## config.mk

```make
export PLATFORM = sky130hd
export DESIGN_NAME = getir_birimi
export DESIGN_NICKNAME = d
export VERILOG_FILES = /design/src/rtl/getir_birimi.sv
export SDC_FILE = /design/constraint.sdc
export NUM_CORES = 1
export LEC_CHECK = 0
export ABC_AREA = 1
export CORE_ASPECT_RATIO = 0.7
export CORE_MARGIN = 3
export CORE_UTILIZATION = 42
export CTS_BUF_LIST = sky130_fd_sc_hd__clkbuf_8
export DETAILED_ROUTE_END_ITERATION = 6
export PLACE_DENSITY = 0.83
export SLEW_MARGIN = 30
export SYNTH_ARGS = -nofsm -noshare
export SYNTH_HDL_FRONTEND = slang
export SYNTH_SLANG_ARGS = --single-unit
```

## constraint.sdc

```tcl
create_clock -name clk -period 1.5 [get_ports clk]
set_input_delay 0.3 -clock clk [delete_from_list [all_inputs] [get_ports clk]]
set_output_delay 0.3 -clock clk [all_outputs]
set_load 0.02 [all_outputs]
```

## src/rtl/getir_birimi.sv

```systemverilog
// getir_birimi: instruction fetch stage feeding the gshare predictor and decode.
//
// Owns the program counter and keeps at most one instruction-memory request in flight.
// The fetched word is presented together with its PC; the next PC comes from the
// predictor's same-cycle decision. An execute-stage redirect overrides everything, and
// any response that belongs to a redirected request is discarded.
//
// Optional feature macro: GETIR_SAYAC_EN (adds sayac_getir / sayac_duzelt counters).
//
// Ports:
//   clk, rst                    clock; synchronous active-low reset
//   bellek_istek_gecerli/adres  memory request valid / word-aligned address
//   bellek_istek_hazir          memory accepts the request this cycle
//   bellek_yanit_gecerli/buyruk memory response valid / instruction word
//   getir_ps/buyruk/gecerli     presented instruction (zero when not presenting)
//   sonuc_dallan/_ps            predictor taken decision and target for getir_ps
//   getir_tahmin                registered predictor decision travelling to decode
//   coz_hazir                   decode accepts the presented instruction
//   duzelt_gecerli/_ps          mispredict redirect and its target
//   sayac_getir/sayac_duzelt    handshake and redirect counters (GETIR_SAYAC_EN only)

module getir_birimi #(
    parameter logic [31:0] RESET_PS = 32'h0000_0000,
    parameter int unsigned SAYAC_W  = 32
) (
    input  logic        clk,
    input  logic        rst,
    output logic        bellek_istek_gecerli,
    output logic [31:0] bellek_istek_adres,
    input  logic        bellek_istek_hazir,
    input  logic        bellek_yanit_gecerli,
    input  logic [31:0] bellek_yanit_buyruk,
    output logic [31:0] getir_ps,
    output logic [31:0] getir_buyruk,
    output logic        getir_gecerli,
    input  logic        sonuc_dallan,
    input  logic [31:0] sonuc_dallan_ps,
    output logic        getir_tahmin,
    input  logic        coz_hazir,
    input  logic        duzelt_gecerli,
    input  logic [31:0] duzelt_ps
`ifdef GETIR_SAYAC_EN
    ,
    output logic [SAYAC_W-1:0] sayac_getir,
    output logic [SAYAC_W-1:0] sayac_duzelt
`endif
);

    typedef enum logic [1:0] {
        StIste,
        StBekle,
        StSun,
        StIptal
    } durum_e;

    durum_e      durum_q, durum_d;
    logic [31:0] ps_q, ps_d;
    logic [31:0] buyruk_q, buyruk_d;
    logic        tahmin_q, tahmin_d;

    // Low address bits of targets are forced to zero, so the incoming bits [1:0] are unused.
    logic unused_hizasiz;
    assign unused_hizasiz = ^{sonuc_dallan_ps[1:0], duzelt_ps[1:0]};

    logic [31:0] duzelt_hizali;
    logic [31:0] dallan_hizali;
    assign duzelt_hizali = {duzelt_ps[31:2], 2'b00};
    assign dallan_hizali = {sonuc_dallan_ps[31:2], 2'b00};

    always_ff @(posedge clk) begin
        if (!rst) begin
            durum_q  <= StIste;
            ps_q     <= RESET_PS;
            buyruk_q <= 32'h0;
            tahmin_q <= 1'b0;
        end else begin
            durum_q  <= durum_d;
            ps_q     <= ps_d;
            buyruk_q <= buyruk_d;
            tahmin_q <= tahmin_d;
        end
    end

    always_comb begin
        durum_d  = durum_q;
        ps_d     = ps_q;
        buyruk_d = buyruk_q;
        tahmin_d = tahmin_q;

        unique case (durum_q)
            StIste: begin
                if (duzelt_gecerli) begin
                    ps_d = duzelt_hizali;
                    // An accepted request now belongs to the old PC; its response must be eaten.
                    durum_d = bellek_istek_hazir ? StIptal : StIste;
                end else if (bellek_istek_hazir) begin
                    durum_d = StBekle;
                end
            end
            StBekle: begin
                if (duzelt_gecerli) begin
                    ps_d    = duzelt_hizali;
                    durum_d = bellek_yanit_gecerli ? StIste : StIptal;
                end else if (bellek_yanit_gecerli) begin
                    buyruk_d = bellek_yanit_buyruk;
                    durum_d  = StSun;
                end
            end
            StSun: begin
                if (duzelt_gecerli) begin
                    ps_d    = duzelt_hizali;
                    durum_d = StIste;
                end else if (coz_hazir) begin
                    ps_d     = sonuc_dallan ? dallan_hizali : ps_q + 32'd4;
                    tahmin_d = sonuc_dallan;
                    durum_d  = StIste;
                end
            end
            StIptal: begin
                if (duzelt_gecerli) begin
                    ps_d = duzelt_hizali;
                end
                // A response arriving alongside a redirect is still the stale one.
                if (bellek_yanit_gecerli) begin
                    durum_d = StIste;
                end
            end
            default: begin
                durum_d = StIste;
            end
        endcase
    end

    // Outputs are gated by rst so nothing is issued or presented in the reset cycle.
    always_comb begin
        bellek_istek_gecerli = rst && (durum_q == StIste);
        bellek_istek_adres   = ps_q;
        getir_gecerli        = rst && (durum_q == StSun);
        getir_ps             = getir_gecerli ? ps_q : 32'h0;
        getir_buyruk         = getir_gecerli ? buyruk_q : 32'h0;
        getir_tahmin         = tahmin_q;
    end

`ifdef GETIR_SAYAC_EN
    logic [SAYAC_W-1:0] sayac_getir_q, sayac_getir_d;
    logic [SAYAC_W-1:0] sayac_duzelt_q, sayac_duzelt_d;

    always_comb begin
        sayac_getir_d  = sayac_getir_q;
        sayac_duzelt_d = sayac_duzelt_q;
        if (getir_gecerli && coz_hazir && !duzelt_gecerli) begin
            sayac_getir_d = sayac_getir_q + 1'b1;
        end
        if (duzelt_gecerli) begin
            sayac_duzelt_d = sayac_duzelt_q + 1'b1;
        end
    end

    always_ff @(posedge clk) begin
        if (!rst) begin
            sayac_getir_q  <= '0;
            sayac_duzelt_q <= '0;
        end else begin
            sayac_getir_q  <= sayac_getir_d;
            sayac_duzelt_q <= sayac_duzelt_d;
        end
    end

    assign sayac_getir  = sayac_getir_q;
    assign sayac_duzelt = sayac_duzelt_q;
`else
    localparam int unsigned unused_sayac_w = SAYAC_W;
`endif

endmodule

```

Word-level counts from Yosys, hierarchy flattened
Index checks and enable logic that the tools add are counted.
{"block": "classes", "n_addsub": 1, "bitwise_logic": 1, "mux": 17, "eq_ne": 8, "n_reduce_logical": 8}
{"operator": "$mux 32", "n": 6}
{"operator": "$pmux 32 s2", "n": 1}
{"operator": "$add 32x3->32 const B", "n": 1}
{"operator": "$mux 2", "n": 9}
{"operator": "$ne 3x3->1 const B", "n": 3}
{"operator": "$pmux 2 s4", "n": 1}
{"operator": "$reduce_and 3->1", "n": 2}
{"operator": "$eq 2x2->1 const B", "n": 2}
{"operator": "$reduce_and 4->1", "n": 1}
{"operator": "$reduce_or 3->1", "n": 1}
{"operator": "$eq 2x1->1 const B", "n": 1}
{"operator": "$logic_and 1x1->1", "n": 2}
{"operator": "$logic_not 2->1", "n": 1}
{"operator": "$ne 2x1->1 const B", "n": 1}
{"operator": "$ne 2x2->1 const B", "n": 1}
{"operator": "$reduce_and 2->1", "n": 1}
{"operator": "$not 1->1", "n": 1}
{"block": "word_totals", "output_inout_bits": 99, "in_bits": 103, "wordCells": 39, "ff_bits": 67}

Logic depth before layout (Yosys ltp)
Gate-level depths: netlist (run 1).
{"block": "logic_depth", "word_depth": 5, "ltp_mapped": 10, "mapped_depth_nobuf": 10}

Least setup slack after synthesis (run 1)
OpenSTA, ideal clock, no wires.
{"block": "synth_timing", "path_type": "register -> output", "from": "register durum_q[1]", "to": "output getir_buyruk[0]", "stages_incl_launch_ff": 8, "required_time_ps": 1200, "arrival_time_ps": 1525, "n_path_buf": 1, "path_slack_ps": -325, "path_cell_list": "dfxtp_1 inv_2 nor2_4 inv_2 nor2_1 inv_2 buf_2 nor2_1"}
{"block": "synth_between", "elab_chain_cells": 3}
{"element": "start: declaration", "line": "56", "text": "durum_e durum_q, durum_d;"}
{"element": "start signal: assignment", "line": "72", "text": "durum_q <= StIste;"}
{"element": "start signal: assignment", "line": "77", "text": "durum_q <= durum_d;"}
{"element": "$eq 2x2->1", "line": "138", "text": "getir_gecerli = rst && (durum_q == StSun);"}
{"element": "$logic_and 1x1->1", "line": "138"}
{"element": "via getir_gecerli", "line": "35", "text": "output logic getir_gecerli,"}
{"element": "$mux 32", "line": "140", "text": "getir_buyruk = getir_gecerli ? buyruk_q : 32'h0;"}
{"element": "end: declaration", "line": "34", "text": "output logic [31:0] getir_buyruk,"}
The timed path passes the listed nets, and every way through them passes these cells.

Worst setup path in the final report (run 1)
{"block": "layout_timing", "from": "register durum_q[0]", "to": "output getir_ps[13]"}
{"block": "layout_between", "elab_chain_cells": 3}
{"element": "$eq 2x2->1", "line": "138"}
{"element": "$logic_and 1x1->1", "line": "138"}
{"element": "$mux 32", "line": "139", "text": "getir_ps = getir_gecerli ? ps_q : 32'h0;"}
{"element": "end: declaration", "line": "33", "text": "output logic [31:0] getir_ps,"}
Every way passes these cells.

==> impl_metrics.toml, run 1 <==
[floorplan]
die_area_mm2 = 0.0112
core_area_mm2 = 0.00936
start_util = 0.446
die_w_um = 125
io_pins = 202
num_rows = 29
die_h_um = 89.4

[logic_synthesis]
syn_area_mm2 = 0.00417
synth_top_area_cell = "dfxtp_1"
ys.flop_type = "dfxtp_1"
synth_common_cells = "nor2_1, nand2_1, o21ai_0, inv_1, a21oi_1"
synth_edf_count = 0
ys_warn_count = 0
ys_types = 30
synth.most_common_cell = "nor2_1"
seq_area_frac_synth = 0.312
yosys.area.top_type_share = 0.312
ys_ff_latch = 65
avgSynthCellArea_um2 = 5.88
async_reset_ff_frac = 0
synth_area_leaders = "dfxtp_1, nor2_1, o21ai_0"
syn_inst = 709

[placed_design]
gp_congestion = 0.979
dp_hpwl_um = 13100
dp_worst_setup_slack_ns = -0.496
io_buffers = 193
dp.cells = 1060

[timing]
rsz0062_at_grt = "true"
maxSlewViolCount = 0
clock_skew_ns = 0.00761
setup_viol = 79
setup_tns_ns = -25.68
fin_crit_sh = 1.28
hold_viol = 0
min_period_ns = 1.93
fin_ws_ns = -0.427
max_slew_margin = 0.589
tightestPinTransition_ns = 0.616
max_freq_mhz = 519

[route]
routed_wl_um = 22500
via_per_inst = 5.81
dr.first_iter.drc_count = 710
antenna_left = 0
dr.pass1.iters = 5
vias = 6380
wl_per_cell_um = 20.5
drcViolationCount = 0

[critical_path]
r2r_start = "bellek_istek_adres[3]"
cp-end-kind = "output pin"
required_ns = 1.20
startpoint_type = "register"
critical_path_class = "register to output pin"
reg2reg_to = "bellek_istek_adres[13]"
r2r_cells = 8
r2r_slack_ns = -0.17
critical_path_arrival_ns = 1.63
cp_max_fo = 12

[global_routing]
antenna_found_initial = 0
grt_overflow_total = 0
first_global_vias = 5507
grt_max_degree = 65
grt_pass1_wl_um = 27800
track_usage = 0.307

[status]
violations = "negative setup slack"
status = "finished, violations left"

[cts]
root_buffer = "clkbuf_8"
cts_hold_buf = 0
cts.path.max_buffers = 2
clkTransAtPathRegs_ns = 0.08
cts.sinks = 65
clkLatencyLatePin_ns = 0.36
h-tree-depth = 3
cts_tree = "done"
numCtsBuffers = 9

[job]
maxCapViolCount = 0

[cells_and_area]
nets = 1073
antenna_cells = 0
syn_to_final_growth_pct = 95.8
drive_above_1_share = 0.376
final_core_util = 0.873
final-instance-count-excl-fill = 1098

[pwr]
ir_worst_vdd_v = 0.000634
power_mw = 6.22
power_density_mw_per_mm2 = 761
p_leak_nw = 3.22

[min_path]
hold_class = "primary input to register"
hp-start = "rst"
hold_end = "durum_q[0]"
hold_depth = 3
==> critical path, stage by stage, from the launching register on <==
cell	delay, ns
dfxtp_4	0.36
nor2_4	0.12
inv_2	0.07
nor2_4	0.17
inv_8	0.11
clkbuf_16	0.20
nor2_2	0.11
buf_6	0.13
==> worst max path at each step <==
stage | slack [ns] | cells past startpoint | from | endpoint
2_1_floorplan | -0.05 | 7 | durum_q[1] | getir_buyruk[0]
6_report | -0.43 | 7 | durum_q[0] | getir_ps[13]
4_1_cts | -0.39 | 8 | durum_q[1] | getir_ps[16]
5_1_grt | -0.48 | 8 | durum_q[1] | getir_ps[13]
3_5_place_dp | -0.50 | 8 | durum_q[1] | getir_buyruk[28]
3_3_place_gp | -0.41 | 8 | durum_q[1] | getir_buyruk[25]
==> registers in the layout, summed over array words and instances (netlist names) <==
| signal | cells |
|---|---|
| buyruk_q | 32 |
| bellek_istek_adres | 30 |
| durum_q | 2 |
| getir_tahmin | 1 |
==> per-stage QoR <==
step                instance area, µm²  hold slack, ns
floorplan                         4340           0.430
global placement                  6880           0.442
detailed placement                6880           0.452
CTS                               7160           0.366
global route                      8170           0.383
finish                            8170           0.380
==> kinds of logic after synthesis <==
kind of cell,after synthesis,share of synthesized area
xor gates and xnor gates,4,0.00840
buffers and inverters,123,0.124
and+or+nand+nor,339,0.335
AOI/OAI and AO/OA,176,0.216
other,1,0.000899
DFF,65,0.312
adders and majority gates,1,0.00300
==> power breakdown <==
part	leakage (nW)	switching, mW	internal [mW]
combinational	2.56	1.36	1.08
sequential	0.543	0.142	1.90
clock	0.115	0.796	0.939
total	3.22	2.30	3.92
==> layout by cell type (no fill, tap or decap), drive strengths merged <==
cell           netlist  final
ha                   1      1
conb                 1      4
o211ai               3      3
o22ai                1      1
nand4                3      3
o221ai               1      1
dfxtp               65     65
bufinv               0      2
a21oi               69     69
o311a                1      1
nand2              128    128
xor2                 4      4
buf                 21    150
clkbuf              19     18
nor3                 2      2
dlygate4sd2          0     18
clkdlybuf4s15        0     12
clkinv               0      4
nand3               37     37
o32ai                1      1
nor2               169    169
o21ai              100    100
clkdlybuf4s50        0     97
inv                 83     84
==> timing repair <==
| item | CTS | global route |
|---|---|---|
| setup endpoints to repair | 113 | 135 |
| pin swaps | 2 | 29 |
| buffers inserted | 5 | 14 |
| cloned | 1 | 8 |
| resized for setup | 421 | 228 |
==> layer usage <==
layer  vias to the layer above  track usage  part of all wire
li1                       2781            -                 -
met1                      2949        0.404              0.38
met2                       507        0.521              0.46
met3                       143       0.0740              0.12
met4                         0       0.0650             0.050
met5                         -            0                 0
==> final cells by class <==
class,instances,area (µm²)
multi-input combinational,524,3130
timing repair buffer,286,2980
sequential,65,1350
fill,465,1190
inverter,83,334
tap,124,155
clock buffer,9,124
clock inverter,7,95.1
Note: power is estimated with default switching activity, not from simulation.
==> run 2, diff against run 1 <==
==> constraint.sdc (replaced) <==
create_clock -name clk -period 1.9 [get_ports clk]
set_input_delay 0.38 -clock clk [delete_from_list [all_inputs] [get_ports clk]]
set_output_delay 0.38 -clock clk [all_outputs]
set_load 0.02 [all_outputs]
==> run 2 against run 1 <==
The flow still finishes with violations (negative setup slack). Routed wire length decreased by 28%. Global-route usage shrank 2.5 points. Count of clock-buffer cells in the layout stayed put. Non-clock buffer count down 64. Critical path depth is 1 higher. Total power down 32%. Clock power decreased by 23%. Largest cell class unchanged. Largest power group is now sequential cells. Highest routed layer unchanged.
==> impl_metrics.toml, run 2 (synthesis results as in run 1) <==
[status]
status = "finished, violations left"
violations = "negative setup slack"

[job]
maxCapViolCount = 0

[cells_and_area]
syn_to_final_growth_pct = 55.5
final_common_cell = "nor2_1"
nets = 1009
final_core_util = 0.693
largest_reg_flops = 32
final_cell_mix = "nor2_1, clkdlybuf4s50_1, nand2_1"
antenna_cells = 0
drive_above_1_share = 0.156
largest-register = "buyruk_q"

[global_routing]
antenna_found_initial = 0
first_global_vias = 5108
track_usage = 0.282
grt_overflow_total = 0
grt_pass1_wl_um = 25600
grt_max_degree = 65

[timing]
min_period_ns = 1.96
fin_crit_sh = 1.03
worst_hold_slack_ns = 0.452
maxSlewViolCount = 0
rsz0062_at_grt = "true"
max_freq_mhz = 510
hold_viol = 0
setup_viol = 34
tightestPinTransition_ns = 0.606
setup_tns_ns = -0.597
max_slew_margin = 0.596
fin_ws_ns = -0.0607
clock_skew_ns = 0.00592

[placed_design]
io_buffers = 193
dp_hpwl_um = 12100
gp_congestion = 0.983
dp_worst_setup_slack_ns = -0.241

[critical_path]
startpoint_type = "register"
critical_path_arrival_ns = 1.58
required_ns = 1.52
critical_path_class = "register to output pin"
cp_max_fo = 13
cp-end-kind = "output pin"

[cts]
root_buffer = "clkbuf_8"
clkLatencyLatePin_ns = 0.35
cts.sinks = 65
cts.path.max_buffers = 2
h-tree-depth = 3
cts_tree = "done"
numCtsBuffers = 9
clkTransAtPathRegs_ns = 0.08

[pwr]
pwr-share-clk = 0.315
switching_share = 0.335
power_density_mw_per_mm2 = 656
ir_worst_vdd_v = 0.000395
combPwrFrac = 0.307
p_leak_nw = 2.63
power_mw = 4.26
pwr-share-seq = 0.378
power_switching_mw = 1.43
p_int_mw = 2.83

[floorplan]
num_rows = 29
die_w_um = 125
io_pins = 202
die_h_um = 89.4
core_area_mm2 = 0.00936
start_util = 0.446
die_area_mm2 = 0.0112

[route]
dr.first_iter.drc_count = 530
routed_wl_um = 16100
dr.pass1.iters = 5
via_per_inst = 5.24
drcViolationCount = 0
wl_per_cell_um = 15.6
antenna_left = 0
vias = 5421

[min_path]
hold_class = "primary input to register"
## run 2: changes by cell type in the layout (fill, tap and decap cells not counted), sizes merged
| cell | previous run | this run |
|---|---|---|
| dlymetal6s2s | 0 | 2 |
| buf | 150 | 91 |
| clkdlybuf4s50 | 97 | 126 |
| clkinv | 4 | 2 |
| clkbuf | 18 | 12 |
| clkdlybuf4s15 | 12 | 0 |
| dlygate4sd2 | 18 | 0 |
| clkinvlp | 0 | 2 |
## run 2: path summary, 6_finish.rpt
path	endpoint	depth (start not counted)	slack, ns	from
setup / recovery	getir_ps[21]	8	-0.06	durum_q[1]
hold reg to reg	buyruk_q[1]	2	0.45	buyruk_q[1]
hold / removal	durum_q[0]	4	0.45	rst
setup reg to reg	bellek_istek_adres[20]	9	0.17	bellek_istek_adres[3]
## run 2: layout make-up
type                            instances  area (µm²)
Fill cell                             830        2880
Multi-Input combinational cell        524        2390
Timing Repair Buffer                  222        2100
Sequential cell                        65        1300
Inverter                               83         319
Tap cell                              124         155
Clock buffer                            9         124
Clock inverter                          7        96.3
## run 2: through the flow
step                instances  area [µm²]
floorplan                 712        4190
global placement         1017        6360
CTS                      1033        6440
detailed placement       1017        6360
global route             1034        6490
finish                   1034        6490
## run 2: layer usage
| layer | wire, µm | part of all wire | global-route usage | up-vias |
|---|---|---|---|---|
| li1 | - | - | - | 2650 |
| met5 | 0 | 0 | 0 | - |
| met1 | 7170 | 0.44 | 0.378 | 2454 |
| met2 | 7100 | 0.44 | 0.453 | 292 |
| met3 | 1650 | 0.10 | 0.0824 | 25 |
| met4 | 200 | 0.012 | 0.0709 | 0 |
## run 2: repair_timing
item,in CTS,in global routing
setup buffers,0,0
cloned,0,1
setup endpoints to repair,64,69
endpoints found under the hold margin,0,0
hold buffers,0,0
gates resized for setup,300,33
## run 2: power by group through the flow
stage          Combinational (mW)  Clock (mW)  Sequential, mW
3_3_place_gp                 1.25           0            1.63
6_report                     1.31        1.34            1.61
2_1_floorplan               0.578           0            1.70
4_1_cts                      1.28        1.36            1.61
3_5_place_dp                 1.28           0            1.64
5_1_grt                      1.42        1.42            1.63
## run 2: critical path: stages, from the launching register on
cell and delay, ns:
dfxtp_2 0.34, inv_2 0.05, nor2_4 0.09, inv_2 0.06
nor2_4 0.13, inv_6 0.10, buf_12 0.16, nor2_1 0.13
buf_4 0.16
